==> src/rtl/fb_alu_arbiter.sv <==
// fb_alu_arbiter: round-robin sharing of one combinational fb_alu between two
// requesters. It keeps a single op in flight: grant, execute, then respond.
//
// Handshake: a request transfers in a cycle where reqN_valid && reqN_ready are
// both high at the rising edge. A response transfers in a cycle where
// rspN_valid && rspN_ready are both high at the rising edge. reqN_ready is
// asserted only in IDLE, and only for the grant winner. rsp<owner>_valid stays
// high with stable rsp_* until the owner accepts the response.
module fb_alu_arbiter #(
   parameter int XLEN   = 32,
   parameter int CTRL_W = 19,
   parameter int FLAG_W = 4
) (
   input  logic              clk,
   input  logic              rst,
   input  logic              req0_valid,
   output logic              req0_ready,
   input  logic [CTRL_W-1:0] req0_ctrl,
   input  logic [XLEN-1:0]   req0_op1,
   input  logic [XLEN-1:0]   req0_op2,
   input  logic              req1_valid,
   output logic              req1_ready,
   input  logic [CTRL_W-1:0] req1_ctrl,
   input  logic [XLEN-1:0]   req1_op1,
   input  logic [XLEN-1:0]   req1_op2,
   output logic              rsp0_valid,
   input  logic              rsp0_ready,
   output logic              rsp1_valid,
   input  logic              rsp1_ready,
   output logic [XLEN-1:0]   rsp_res,
   output logic [FLAG_W-1:0] rsp_flags,
   output logic              rsp_flags_we,
   output logic              rsp_err,
   output logic [CTRL_W-1:0] alu_control,
   output logic [XLEN-1:0]   alu_op1,
   output logic [XLEN-1:0]   alu_op2,
   input  logic [XLEN-1:0]   alu_res,
   input  logic [FLAG_W-1:0] alu_csr,
   input  logic              alu_csr_write,
   output logic [1:0]        dbg_state
);

   typedef enum logic [1:0] {
      IDLE = 2'd0,
      EXEC = 2'd1,
      RESP = 2'd2
   } state_t;

   state_t            state, state_nxt;
   logic              rr_ptr;
   logic              owner;
   logic              grant0, grant1;
   logic              legal;
   logic [CTRL_W-1:0] ctrl_q;
   logic [XLEN-1:0]   op1_q, op2_q;

   // A legal op select has exactly one bit set; zero and multi-hot are rejected.
   assign legal = (ctrl_q != '0) && ((ctrl_q & (ctrl_q - CTRL_W'(1))) == '0);

   assign req0_ready = grant0;
   assign req1_ready = grant1;
   assign rsp0_valid = (state == RESP) && !owner;
   assign rsp1_valid = (state == RESP) && owner;
   assign dbg_state  = state;

   // Next-state, grant selection and ALU drive; the ALU sees zeros outside EXEC.
   always_comb begin
      state_nxt   = state;
      grant0      = 1'b0;
      grant1      = 1'b0;
      alu_control = '0;
      alu_op1     = '0;
      alu_op2     = '0;
      case (state)
         IDLE: begin
            if (req0_valid && (!req1_valid || !rr_ptr)) begin
               grant0 = 1'b1;
            end else if (req1_valid) begin
               grant1 = 1'b1;
            end
            if (grant0 || grant1) begin
               state_nxt = EXEC;
            end
         end
         EXEC: begin
            if (legal) begin
               alu_control = ctrl_q;
            end
            alu_op1   = op1_q;
            alu_op2   = op2_q;
            state_nxt = RESP;
         end
         RESP: begin
            if (owner ? rsp1_ready : rsp0_ready) begin
               state_nxt = IDLE;
            end
         end
         default: state_nxt = IDLE;
      endcase
   end

   // State register, round-robin pointer and latched request of the winner.
   always_ff @(posedge clk or posedge rst) begin
      if (rst) begin
         state  <= IDLE;
         rr_ptr <= 1'b0;
         owner  <= 1'b0;
         ctrl_q <= '0;
         op1_q  <= '0;
         op2_q  <= '0;
      end else begin
         state <= state_nxt;
         if (grant0 || grant1) begin
            owner  <= grant1;
            rr_ptr <= !grant1;
            ctrl_q <= grant1 ? req1_ctrl : req0_ctrl;
            op1_q  <= grant1 ? req1_op1  : req0_op1;
            op2_q  <= grant1 ? req1_op2  : req0_op2;
         end
      end
   end

   // Response capture at the end of EXEC; held until the next EXEC.
   always_ff @(posedge clk or posedge rst) begin
      if (rst) begin
         rsp_res      <= '0;
         rsp_flags    <= '0;
         rsp_flags_we <= 1'b0;
         rsp_err      <= 1'b0;
      end else if (state == EXEC) begin
         if (legal) begin
            rsp_res      <= alu_res;
            rsp_flags    <= alu_csr;
            rsp_flags_we <= alu_csr_write;
            rsp_err      <= 1'b0;
         end else begin
            rsp_res      <= '0;
            rsp_flags    <= '0;
            rsp_flags_we <= 1'b0;
            rsp_err      <= 1'b1;
         end
      end
   end

endmodule

==> config.mk <==
export PLATFORM = sky130hd
export DESIGN_NAME = fb_alu_arbiter
export DESIGN_NICKNAME = d
export VERILOG_FILES = /design/src/rtl/fb_alu_arbiter.sv
export SDC_FILE = /design/constraint.sdc
export NUM_CORES = 1
export LEC_CHECK = 0
export CELL_PAD_IN_SITES_DETAIL_PLACEMENT = 1
export CELL_PAD_IN_SITES_GLOBAL_PLACEMENT = 1
export CORE_MARGIN = 2
export CORE_UTILIZATION = 31
export DETAILED_ROUTE_END_ITERATION = 10
export PLACE_DENSITY_LB_ADDON = 0.1
export SYNTH_ARGS = -nofsm -noshare
export SYNTH_HDL_FRONTEND = slang
export SYNTH_SLANG_ARGS = --single-unit
==> constraint.sdc <==
create_clock -name clk -period 10.54 [get_ports clk]
set_input_delay 2.108 -clock clk [delete_from_list [all_inputs] [get_ports clk]]
set_output_delay 2.108 -clock clk [all_outputs]
set_load 0.02 [all_outputs]
; ---- Yosys cells after proc, flatten, opt, wreduce, memory -nomap -nowiden
; Index checks and enable logic that the tools add are counted.
[op_classes]
addsub = 1
multipliers = 0
div = 0
order_cmp = 0
n_eq_ne = 4
shift = 0
muxes = 22
n_bitwise = 1
n_reduce_logical = 15
[op_table]
columns = operator, n
row1 = $mux 32, 5
row2 = $mux 19, 3
row3 = $and 19x19->19, 1
row4 = $logic_not 19->1, 1
row5 = $reduce_bool 19->1, 1
row6 = $sub 19x1->19 const B, 1
row7 = $mux 1, 10
row8 = $pmux 2 s3, 1
row9 = $logic_and 1x1->1, 4
row10 = $logic_not 1->1, 4
row11 = $mux 2, 2
row12 = $mux 4, 1
row13 = $logic_or 1x1->1, 3
row14 = $eq 2x1->1 const B, 1
row15 = $eq 2x2->1 const B, 1
row16 = $logic_not 2->1, 1
row17 = $ne 2x1->1 const B, 1
row18 = $ne 2x2->1 const B, 1
row19 = $reduce_and 2->1, 1
[word_totals]
register_bits = 125
latchBits = 0
ram_bits = 0
romBits = 0
in_bits = 209
output_inout_bits = 127
elab_cells = 53
n_memories = 0

; ---- Logic depth before layout (Yosys ltp)
[logic_depth]
depth_word = 8
depth_mapped = 8
depth_no_buf = 6

; ---- Least setup slack after synthesis
; Ideal clock, no wire load.
[synth_path]
kind = input -> output
from = input port req0_valid
to = output port req0_ready
arrival_ns = 2.944
required_ns = 8.432
setup_slack_ns = 5.488
stages = 4
path_buffers = 1
path_cell_list = a21boi_0 -> nand2_1 -> inv_1 -> clkbuf_1
[synth_via]
elab_chain_len = 4
[synth_lines]
columns = item, line
row1 = from (decl), 16  ; input logic req0_valid,
row2 = $logic_and 1x1->1, 76  ; if (req0_valid && (!req1_valid || !rr_ptr)) begin
row3 = $mux 1, 76
row4 = $mux 1 (2 in a row), 74  ; case (state)
row5 = to (decl), 17  ; output logic req0_ready,
; Every way passes these cells. The select of a mux whose other input is x is not followed.

; ---- Worst setup path after layout
; Same ends and word-level chain as after synthesis.

==> flow_metrics.env <==
export IMPL_synthesis_yosys_warnings=0
export IMPL_status="finished clean"
export IMPL_synthCells=527
export IMPL_ctsHoldBuffers=0
export IMPL_hold_class="reg2reg"
export IMPL_cts_path_max_buffers=2
export IMPL_regToRegEndpoint="rsp_res[6]"
export IMPL_register_area_sq_um=3130
export IMPL_multi_input_comb_area_sq_um=2580
export IMPL_drtIter0Drc=279
export IMPL_initial_core_util=0.316
export IMPL_layout_common_cells="clkdlybuf4s50_1, dfrtp_1, and3_1, a221o_1, and2_1"
export IMPL_crit_path_top_delay_cell="clkdlybuf4s50_1"
export IMPL_clock_tree_root_cell="clkbuf_16"
export IMPL_ys_async_sr_fraction=1.00
export IMPL_worstPathArrival_ns=4.82
export IMPL_cts_buffers=17
export IMPL_reg2reg_depth=7
export IMPL_cap_violations=0
export IMPL_detail_route_drc_violations=0
export IMPL_dr_total_vias=5929
export IMPL_grt_setup_unrepaired="no"
export IMPL_post_synth_design_cell_area_sq_um=5930
export IMPL_critPathMaxStageDelay_ns=0.77
export IMPL_wl_per_cell_microns=22.3
export IMPL_initial_antenna_violation_count=2
export IMPL_avgSynthCellArea_sq_um=11.3
export IMPL_r2r_slack_ns=7.44
export IMPL_numPortBuffers=335
export IMPL_number_of_rows_in_the_core_area=50
export IMPL_worst_setup_path_end_kind="primary output"
export IMPL_totalNegativeSetupSlack_ns=0
export IMPL_final_core_utilization=0.536
export IMPL_finalMaxSlewViolations=0
export IMPL_fillerInstances=1997
export IMPL_grtUsageTotal=0.237
export IMPL_die_h_microns=142
export IMPL_worstPathCellList="clkdlybuf4s50_1 -> a21boi_0 -> nand2_2 -> inv_2 -> buf_4 -> clkdlybuf4s50_1"
export IMPL_setup_cp_type="in2out"
export IMPL_antenna_left=0
export IMPL_finalWirelength_microns=24200
export IMPL_worst_slew_margin_rel=0.327
export IMPL_pwr_density_cell_nw_per_um2=234
export IMPL_total_power_w=0.00235
export IMPL_clock_sinks=125
export IMPL_layout_commonest_cell="clkdlybuf4s50_1"
export IMPL_gp_congestion=0.802
export IMPL_cell_depth_of_the_worst_min_delay_path=1
export IMPL_worst_endpoint_required_ns=8.43
export IMPL_setup_buffers_after_cts=0
export IMPL_detailed_place_hpwl_microns=16300
export IMPL_setup_viol_count_final=0
export IMPL_post_cts_resized_instances=0
export IMPL_post_route_min_period_ns=6.93
export IMPL_global_route_overflow_total=0
export IMPL_period_share=0.657
export IMPL_grt_max_degree=87
export IMPL_clk_transition_reported_paths_ns=0.06
export IMPL_synth_flop_cell="dfrtp_1"
export IMPL_core_area_sq_um=18800
export IMPL_hp_start="rsp_res[12]"
export IMPL_clock_insertion_delay_worst_skew_ns=0.42
export IMPL_grt_pass1_vias=6427
export IMPL_synth_enable_flop_cells=0
export IMPL_achievable_frequency_mhz=144
export IMPL_firstDrtPassIters=4
export IMPL_post_route_worst_setup_slack_ns=3.61
export IMPL_synthesis_nets=736
export IMPL_floorplan_io_pins=336
export IMPL_yosysUniqueCellTypes=35
export IMPL_static_power_due_to_leakage_nw=4.42
export IMPL_cp_common_cell="clkdlybuf4s50_1"
export IMPL_skew_ns=0.0103
export IMPL_die_width_microns=142
export IMPL_min_to="rsp_res[12]"
export IMPL_share_of_layout_cells_above_drive_strength_1=0.0589
export IMPL_place_worst_setup_slack_ns=3.60
export IMPL_critical_path_startpoint_type="input pin"
export IMPL_first_pass_grt_wire_length_microns=36900
export IMPL_via_per_inst=5.46
export IMPL_hold_viol_final=0
export IMPL_ir_worst_vdd_uv=106
export IMPL_htree_num_levels=4
export IMPL_tritoncts="built"
export IMPL_critical_path_peak_fanout=85
export IMPL_area_growth_syn_to_layout_pct=69.4
export IMPL_ys_ff_latch=125
export IMPL_seq_area_frac_synth=0.527
export IMPL_design_final_nets=1045
export IMPL_tightestPinTransition_ns=1.01
export IMPL_die_outline_area_sq_um=20300
export IMPL_regToRegStartpoint="ctrl_q[0]"
[worst max-delay path, delay by kind of cell]
family                 cells  cell delay (ns)
buffers and inverters      4             2.07
AO/OA/AOI/OAI              1             0.49
AND/OR/NAND/NOR            1             0.14
[how the worst max path moves through the flow]
stage	from	slack, ns	endpoint	depth (start not counted)
final	req0_valid	3.61	req0_ready	6
after global routing	req0_valid	3.50	req0_ready	6
after CTS	req0_valid	3.60	req0_ready	6
after detailed placement	req0_valid	3.60	req0_ready	6
after global placement	req0_valid	3.76	req0_ready	6
after floorplan	rst	5.10	ctrl_q[0]	1
[metal layers]
layer  track usage  up-vias  wire (microns)
met5             0        -               0
met3        0.0690       45            1840
met2         0.388      275           11700
met4         0.105        0             777
met1         0.291     2976            9900
li1              -     2633               -
[cell usage after synthesis, types with 4 or more instances]
cell / count / area share
dfrtp_1: 125 / 0.53
a221o_1: 83 / 0.14
and2_1: 83 / 0.088
and3_1: 83 / 0.088
clkbuf_1: 42 / 0.027
a22o_1: 37 / 0.055
nor2_1: 10 / 0.0063
nand2_1: 7 / 0.0044
buf_1: 6 / 0.0038
o21ai_0: 6 / 0.0051
buf_6: 4 / 0.0076
inv_1: 4 / 0.0025
nor4_1: 4 / 0.0042
or4_1: 4 / 0.0051
[metrics by stage]
| stage | std cells | hold WS (ns) | instance area, sq um |
|---|---|---|---|
| floorplan | 527 | 0.442 | 5930 |
| global placement | 1051 | 0.486 | 9430 |
| detailed placement | 1051 | 0.490 | 9430 |
| CTS | 1083 | 0.507 | 10000 |
| global route | 1085 | 0.524 | 10100 |
| finish | 1085 | 0.505 | 10100 |
[registers in the layout, summed over array words and instances, names as in the netlist]
register and count:
dbg_state 2, owner 1, rsp_flags_we 1, rr_ptr 1, op1_q 32, ctrl_q 19, rsp_err 1, rsp_res 32
rsp_flags 4, op2_q 32
[area by class of cell]
| cell class | instances | share of cell area |
|---|---|---|
| antenna | 2 | 0.000498 |
| inverter | 4 | 0.00174 |
| multi-input combinational | 345 | 0.257 |
| sequential | 125 | 0.311 |
| clock inverter | 13 | 0.0162 |
| timing repair buffer | 343 | 0.340 |
| clock buffer | 19 | 0.0451 |
| tap | 234 | 0.0291 |
[power breakdown]
group / switching, W / internal [W] / total (W)
clock: 0.000228 / 0.000386 / 0.000614
combinational: 0.000505 / 0.000480 / 0.000985
sequential: 0.000113 / 0.000638 / 0.000751
[kinds of logic after synthesis]
kind of cell | synth area share
and+or+nand+nor | 0.215
adders and majority gates | 0.00169
muxes | 0.00190
DFF | 0.527
AOI/OAI and AO/OA | 0.213
buffers and inverters | 0.0413
No activity file was read; power rests on OpenSTA's default activity.
